<file path="src/rtl/fetch_prefetch.sv">
// Instruction prefetcher: issues in-order fetch requests under a credit limit, buffers
// responses with their PCs in a small queue toward decode, and flushes/discards on redirect.
module fetch_prefetch #(
  parameter int                ADDR_W   = 64,
  parameter int                INST_W   = 32,
  parameter int                DEPTH    = 4,
  parameter logic [ADDR_W-1:0] RESET_PC = '0,
  parameter int                STEP     = 4
) (
  input  logic              clk,
  input  logic              reset,
  input  logic              redirect_F,
  input  logic [ADDR_W-1:0] redirect_addr_F,
  output logic              imem_req_valid_F,
  input  logic              imem_req_ready_F,
  output logic [ADDR_W-1:0] imem_addr_F,
  input  logic              imem_rsp_valid_F,
  input  logic [INST_W-1:0] imem_rsp_data_F,
  output logic              inst_valid_D,
  input  logic              inst_ready_D,
  output logic [INST_W-1:0] inst_D,
  output logic [ADDR_W-1:0] pc_D
);

  localparam int                PW         = $clog2(DEPTH);
  localparam int                CW         = $clog2(DEPTH + 1);
  localparam logic [PW-1:0]     PTR_ONE    = PW'(1'b1);
  localparam logic [PW-1:0]     PTR_ZERO   = PW'(1'b0);
  localparam logic [CW-1:0]     CNT_ONE    = CW'(1'b1);
  localparam logic [CW-1:0]     CNT_ZERO   = CW'(1'b0);
  localparam logic [CW:0]       CREDIT     = (CW + 1)'(DEPTH);
  localparam logic [ADDR_W-1:0] STEP_V     = ADDR_W'(STEP);
  localparam logic [ADDR_W-1:0] ALIGN_MASK = ~(STEP_V - ADDR_W'(1'b1));

  logic [ADDR_W-1:0] fpc_r;
  logic [INST_W-1:0] q_inst_r [DEPTH];
  logic [ADDR_W-1:0] q_pc_r   [DEPTH];
  logic [ADDR_W-1:0] o_pc_r   [DEPTH];
  logic [PW-1:0]     q_rd_r, q_wr_r, o_rd_r, o_wr_r;
  logic [CW-1:0]     q_cnt_r, o_cnt_r, disc_r;

  logic              issue_s, drop_s, push_s, pop_s;
  logic [CW-1:0]     o_cnt_nxt_s, q_left_s, q_cnt_nxt_s;
  logic [PW-1:0]     q_rd_nxt_s;
  logic [ADDR_W-1:0] rsp_pc_s, head_pc_s;
  logic [INST_W-1:0] head_inst_s;

  // Credit counts both buffered and in-flight instructions, so a push never finds the queue full.
  assign imem_req_valid_F = ({1'b0, q_cnt_r} + {1'b0, o_cnt_r}) < CREDIT;
  assign imem_addr_F      = fpc_r;
  assign issue_s          = imem_req_valid_F && imem_req_ready_F;
  assign drop_s           = imem_rsp_valid_F && (disc_r != CNT_ZERO);
  assign push_s           = imem_rsp_valid_F && !drop_s && !redirect_F;
  assign pop_s            = inst_valid_D && inst_ready_D && !redirect_F;
  assign rsp_pc_s         = o_pc_r[o_rd_r];

  // Next-state counts and the entry that becomes the decode head after this edge.
  always_comb begin
    o_cnt_nxt_s = o_cnt_r;
    case ({issue_s, imem_rsp_valid_F})
      2'b10:   o_cnt_nxt_s = o_cnt_r + CNT_ONE;
      2'b01:   o_cnt_nxt_s = o_cnt_r - CNT_ONE;
      default: o_cnt_nxt_s = o_cnt_r;
    endcase
    q_left_s    = pop_s  ? (q_cnt_r - CNT_ONE) : q_cnt_r;
    q_cnt_nxt_s = push_s ? (q_left_s + CNT_ONE) : q_left_s;
    q_rd_nxt_s  = pop_s  ? (q_rd_r + PTR_ONE) : q_rd_r;
    if (push_s && (q_left_s == CNT_ZERO)) begin
      head_inst_s = imem_rsp_data_F;
      head_pc_s   = rsp_pc_s;
    end else begin
      head_inst_s = q_inst_r[q_rd_nxt_s];
      head_pc_s   = q_pc_r[q_rd_nxt_s];
    end
  end

  // Fetch PC, counters, pointers and registered decode-side outputs.
  always_ff @(posedge clk or negedge reset) begin
    if (!reset) begin
      fpc_r        <= RESET_PC;
      q_rd_r       <= PTR_ZERO;
      q_wr_r       <= PTR_ZERO;
      o_rd_r       <= PTR_ZERO;
      o_wr_r       <= PTR_ZERO;
      q_cnt_r      <= CNT_ZERO;
      o_cnt_r      <= CNT_ZERO;
      disc_r       <= CNT_ZERO;
      inst_valid_D <= 1'b0;
      inst_D       <= '0;
      pc_D         <= '0;
    end else begin
      o_cnt_r <= o_cnt_nxt_s;
      if (issue_s) begin
        o_wr_r <= o_wr_r + PTR_ONE;
      end
      if (imem_rsp_valid_F) begin
        o_rd_r <= o_rd_r + PTR_ONE;
      end
      if (redirect_F) begin
        // Everything still in flight after this edge, including a same-cycle issue, is stale.
        fpc_r        <= redirect_addr_F & ALIGN_MASK;
        disc_r       <= o_cnt_nxt_s;
        q_cnt_r      <= CNT_ZERO;
        q_rd_r       <= PTR_ZERO;
        q_wr_r       <= PTR_ZERO;
        inst_valid_D <= 1'b0;
      end else begin
        if (issue_s) begin
          fpc_r <= fpc_r + STEP_V;
        end
        if (drop_s) begin
          disc_r <= disc_r - CNT_ONE;
        end
        if (push_s) begin
          q_wr_r <= q_wr_r + PTR_ONE;
        end
        q_cnt_r      <= q_cnt_nxt_s;
        q_rd_r       <= q_rd_nxt_s;
        inst_valid_D <= (q_cnt_nxt_s != CNT_ZERO);
        if (q_cnt_nxt_s != CNT_ZERO) begin
          inst_D <= head_inst_s;
          pc_D   <= head_pc_s;
        end
      end
    end
  end

  // Storage arrays for in-flight PCs and buffered instructions.
  always_ff @(posedge clk) begin
    if (issue_s) begin
      o_pc_r[o_wr_r] <= fpc_r;
    end
    if (push_s) begin
      q_inst_r[q_wr_r] <= imem_rsp_data_F;
      q_pc_r[q_wr_r]   <= rsp_pc_s;
    end
  end

endmodule

</file>
<file path="config.mk">
export PLATFORM = sky130hd
export DESIGN_NAME = fetch_prefetch
export DESIGN_NICKNAME = d
export VERILOG_FILES = /design/src/rtl/fetch_prefetch.sv
export SDC_FILE = /design/constraint.sdc
export NUM_CORES = 1
export LEC_CHECK = 0
export ABC_AREA = 1
export BUFFER_PORTS_ARGS = -buffer_cell sky130_fd_sc_hd__buf_2
export CORE_MARGIN = 5
export CORE_UTILIZATION = 53
export DETAILED_ROUTE_END_ITERATION = 12
export PLACE_DENSITY = 0.69
export SLEW_MARGIN = 20
export SYNTH_ARGS = -nofsm -noshare
export SYNTH_HDL_FRONTEND = slang
export SYNTH_SLANG_ARGS = --single-unit
</file>
<file path="constraint.sdc">
create_clock -name clk -period 6.86 [get_ports clk]
set_input_delay 0.686 -clock clk [delete_from_list [all_inputs] [get_ports clk]]
set_output_delay 0.686 -clock clk [all_outputs]
set_load 0.05 [all_outputs]
</file>
==> impl.org <==
** Yosys
- Leading register cell type out of synthesis :: edfxtp_1
- Area of the mapped netlist :: 35,500 um2
- In the post-synthesis netlist, the cell with the most instances is nand2_1.
- Flop and latch count out of synthesis :: 798
- The cell count after synthesis came out at 3,540.
- Most used standard cells in the synthesized netlist :: 1,184 x nand2_1, 624 x edfxtp_1, 556 x nand3_1
- The synthesized design contains 624 enable-type register cells.
- Summing the sequential cell areas from Yosys gives 65.0% of the chip area.
- Area share of the leading cell type in the synthesized netlist :: 52.7%
- Synthesized area per cell :: 10.0 um2
- The largest total area in the synthesized netlist belongs to edfxtp_1.
- Ranked by total cell area, the synthesized netlist is headed by edfxtp_1 53%, nand2_1 13%, dfrtp_1 12%, nand3_1 7.8%, inv_1 2.9%.
- Number of warnings printed during yosys synthesis :: 0
- Unique cell type count in the Yosys netlist :: 38
- Counting flops with an async set or reset pin after synthesis yields a share of 21.8%.

** GRT
- Global route overflow :: 0
- Via count of the first global-routing pass :: 24,800
- Total routing usage reported by global routing :: 25.3%
- Wire length of the first global-routing pass :: 142,000 um
- Antenna violations before repair :: 0
- Maximum number of pins on one net before global-route repair :: 152

** Setup path
- Reg2Reg Capture Point :: inst_D[26]
- Critical Path Start Type :: register
- Following the worst setup path forward leads to its endpoint at inst_D[26].
- Worst Reg2Reg Path Length in Cells :: 8
- Class of the most critical setup path :: reg -> reg
- Worst R2R Start :: inst_valid_D
- Data required time at the worst endpoint :: 7.35 ns
- Critical Path Fanout Max :: 105
- The critical path starts at inst_valid_D.
- Kind of end point of the critical path :: register
- At the worst endpoint, the arrival time is 4.24 ns.
- For flop-to-flop paths, the worst setup slack is 3.11 ns.

** Floorplan
- CORE AREA :: 66,800 um2
- Initial core utilization :: 53.2%
- Die Ht :: 269 um
- Die span in x :: 269 um
- The floorplan step defined a die boundary enclosing 72,300 um2.
- In this run the count of I/O pins placed on the die edge is 264.
- Row generation in the floorplan step produced 95 rows.

** Timing
- Achievable Freq :: 0.267 GHz
- The worst path uses 54.6% of the clock period.
- Final number of max-transition violations :: 0
- Tightest slew margin relative to the limit :: 23.4%
- Final setup fails :: 0
- For the final routed database, the setup TNS stands at 0 ns.
- Transition time at the pin with the least slew margin :: 1.15 ns
- Setup repair after global routing left no endpoint under its margin.
- The count of final hold-check violations was 0.
- Clk_skew :: 0.0185 ns
- The worst path needs 3.75 ns of the cycle, external delays included.

** Drt
- After detailed routing, the average wire length per cell comes to 19.8 um.
- First-iteration detailed-routing DRC count :: 2,565
- Overall via count from detail_route :: 25,700
- Number of vias per cell after detailed routing :: 5.51
- Before antenna repair, the detailed router went through 6 iterations.
- After detailed routing, the number of remaining DRC violations is 0.
- Total wirelength of the detailed-routed design :: 92,400 um
- Post-route ant nets :: 0

** Cells and area
- Share of layout cells above drive strength 1 :: 12.5%
- The layout has 5,439 filler cells.
- Final standard cell count with taps included and fillers excluded :: 4,660
- The finished cells cover 40,300 um2.
- Area grow syn2layout :: 13.3%
- After the last flow step, the layout net total stands at 3,834.

** Min path
- In this run the worst hold path is classified as in -> reg.

** Outcome
- The run finished with clean final reports.

** Clock tree
- TritonCTS clock tree :: done
- Clock tree buffer depth :: 3
- After clock tree synthesis, the flow added hold-fix buffers numbering 1.
- Post-CTS setup buffer count :: 0
- Clock latency on the worst-skew pair, taken at its later pin, is 0.62 ns.
- Counting every sink on the clock net gives 798.
- Clock-pin slew was measured on the worst setup and hold paths at 0.06 ns.
- H-tree depth :: 3
- Root buf cell :: clkbuf_16
- The number of clock buffers added by TritonCTS is 83.
- Gates resized during post-CTS repair numbered 0.

** Power
- Worst ir drop on vdd :: 0.468 mV
- For this design the ratio of total power to cell area is 458 nW/um2.
- Summed over all cells, the static leakage comes to 16.9 nW.
- The design draws 18.4 mW.

** Place
- Post-placement cell area :: 37,400 um2
- Number of cells after detailed placement :: 4,501
- In this run the tool buffered the top-level ports with 257 buffer cells.
- The HPWL after detailed placement is 52,900 um.
- Final Wtd Congestion :: 0.907

** Job
- Maximum Capacitance Violations :: 0
[critical path, cell delays in order (launching register included)]
cell     delay, ns
dfrtp_1       0.50
nand4_4       0.72
nand2_8       0.92
buf_4         0.81
nand2_1       0.13
nand3_1       0.13
nand3_1       0.11
nand3_1       0.10
nand2_1       0.06
[state kept, by name, summed over array words and instances, names as in the netlist]
register      cells
q_pc_r          248
q_wr_r            2
o_pc_r          248
o_rd_r            2
o_cnt_r           3
disc_r            3
inst_valid_D      1
q_inst_r        128
o_wr_r            2
imem_addr_F      62
pc_D             62
q_cnt_r           3
q_rd_r            2
inst_D           32
[worst min-delay path by stage]
stage          depth (start not counted)               to  slack [ns]                 from
2_1_floorplan                          0        disc_r[0]        0.39                reset
3_3_place_gp                           2        disc_r[1]        0.49            disc_r[1]
3_5_place_dp                           2        disc_r[1]        0.50            disc_r[1]
4_1_cts                                3  imem_addr_F[43]        0.24  redirect_addr_F[43]
5_1_grt                                3  imem_addr_F[43]        0.27  redirect_addr_F[43]
6_report                               3  imem_addr_F[43]        0.27  redirect_addr_F[43]
[per-stage QoR]
step	util (%)	hold slack, ns	setup slack [ns]
after floorplan	-	0.390	1.25
after global placement	56.0	0.492	2.69
after detailed placement	56.0	0.502	2.61
after CTS	60.3	0.244	3.10
after global routing	60.3	0.272	2.78
final	60.3	0.275	3.11
[placed cells by master, fill, tap and decap left out, types with 2 or more instances in the layout]
master,instances
buf_12,3
buf_2,256
buf_4,30
bufinv_16,12
clkbuf_1,16
clkbuf_16,84
clkbuf_8,6
clkinv_1,9
clkinv_2,22
clkinvlp_4,4
conb_1,4
dfrtp_1,172
diode_2,2
edfxtp_1,624
ha_1,17
inv_1,269
inv_2,2
inv_6,5
nand2_1,1183
nand2_4,3
nand2_8,2
nand3_1,556
nand3_4,2
nand3b_1,94
nand4_1,105
nor2_1,124
nor2_2,3
nor2_4,8
o211ai_1,11
o21ai_0,53
o21bai_1,23
or2_0,8
or2_2,24
xnor2_1,4
xor2_1,29
[logic make-up (layout without fill, tap and decap cells)]
kind of cell / after synthesis / in the layout / synth area share [%]
and+or+nand+nor: 2117 / 2117 / 26.4
adders and majority gates: 18 / 18 / 0.655
buffers and inverters: 480 / 722 / 5.52
DFF: 798 / 798 / 65.0
AOI/OAI and AO/OA: 93 / 93 / 1.62
other: 1 / 6 / 0.0106
xor gates and xnor gates: 33 / 33 / 0.813
[cell type report]
class,instances,area [um2],share of cell area (%)
sequential,798,23100,57.4
multi-input combinational,2265,10600,26.4
clock buffer,105,2230,5.54
timing repair buffer,291,1590,3.95
tap,873,1090,2.71
inverter,275,1040,2.58
clock inverter,51,589,1.46
antenna,2,5.00,0.0124
[power breakdown]
group	internal [mW]	switching, mW	total (mW)
combinational	1.50	5.00	6.49
clock	2.77	1.87	4.64
sequential	6.54	0.753	7.29
[layer usage]
metal / global-route usage [%] / wire [um]
met1: 34.6 / 38000
met2: 41.5 / 44600
met3: 4.02 / 7050
met4: 9.12 / 2760
met5: 0 / 0
Note: power is estimated with default switching activity, not from simulation.
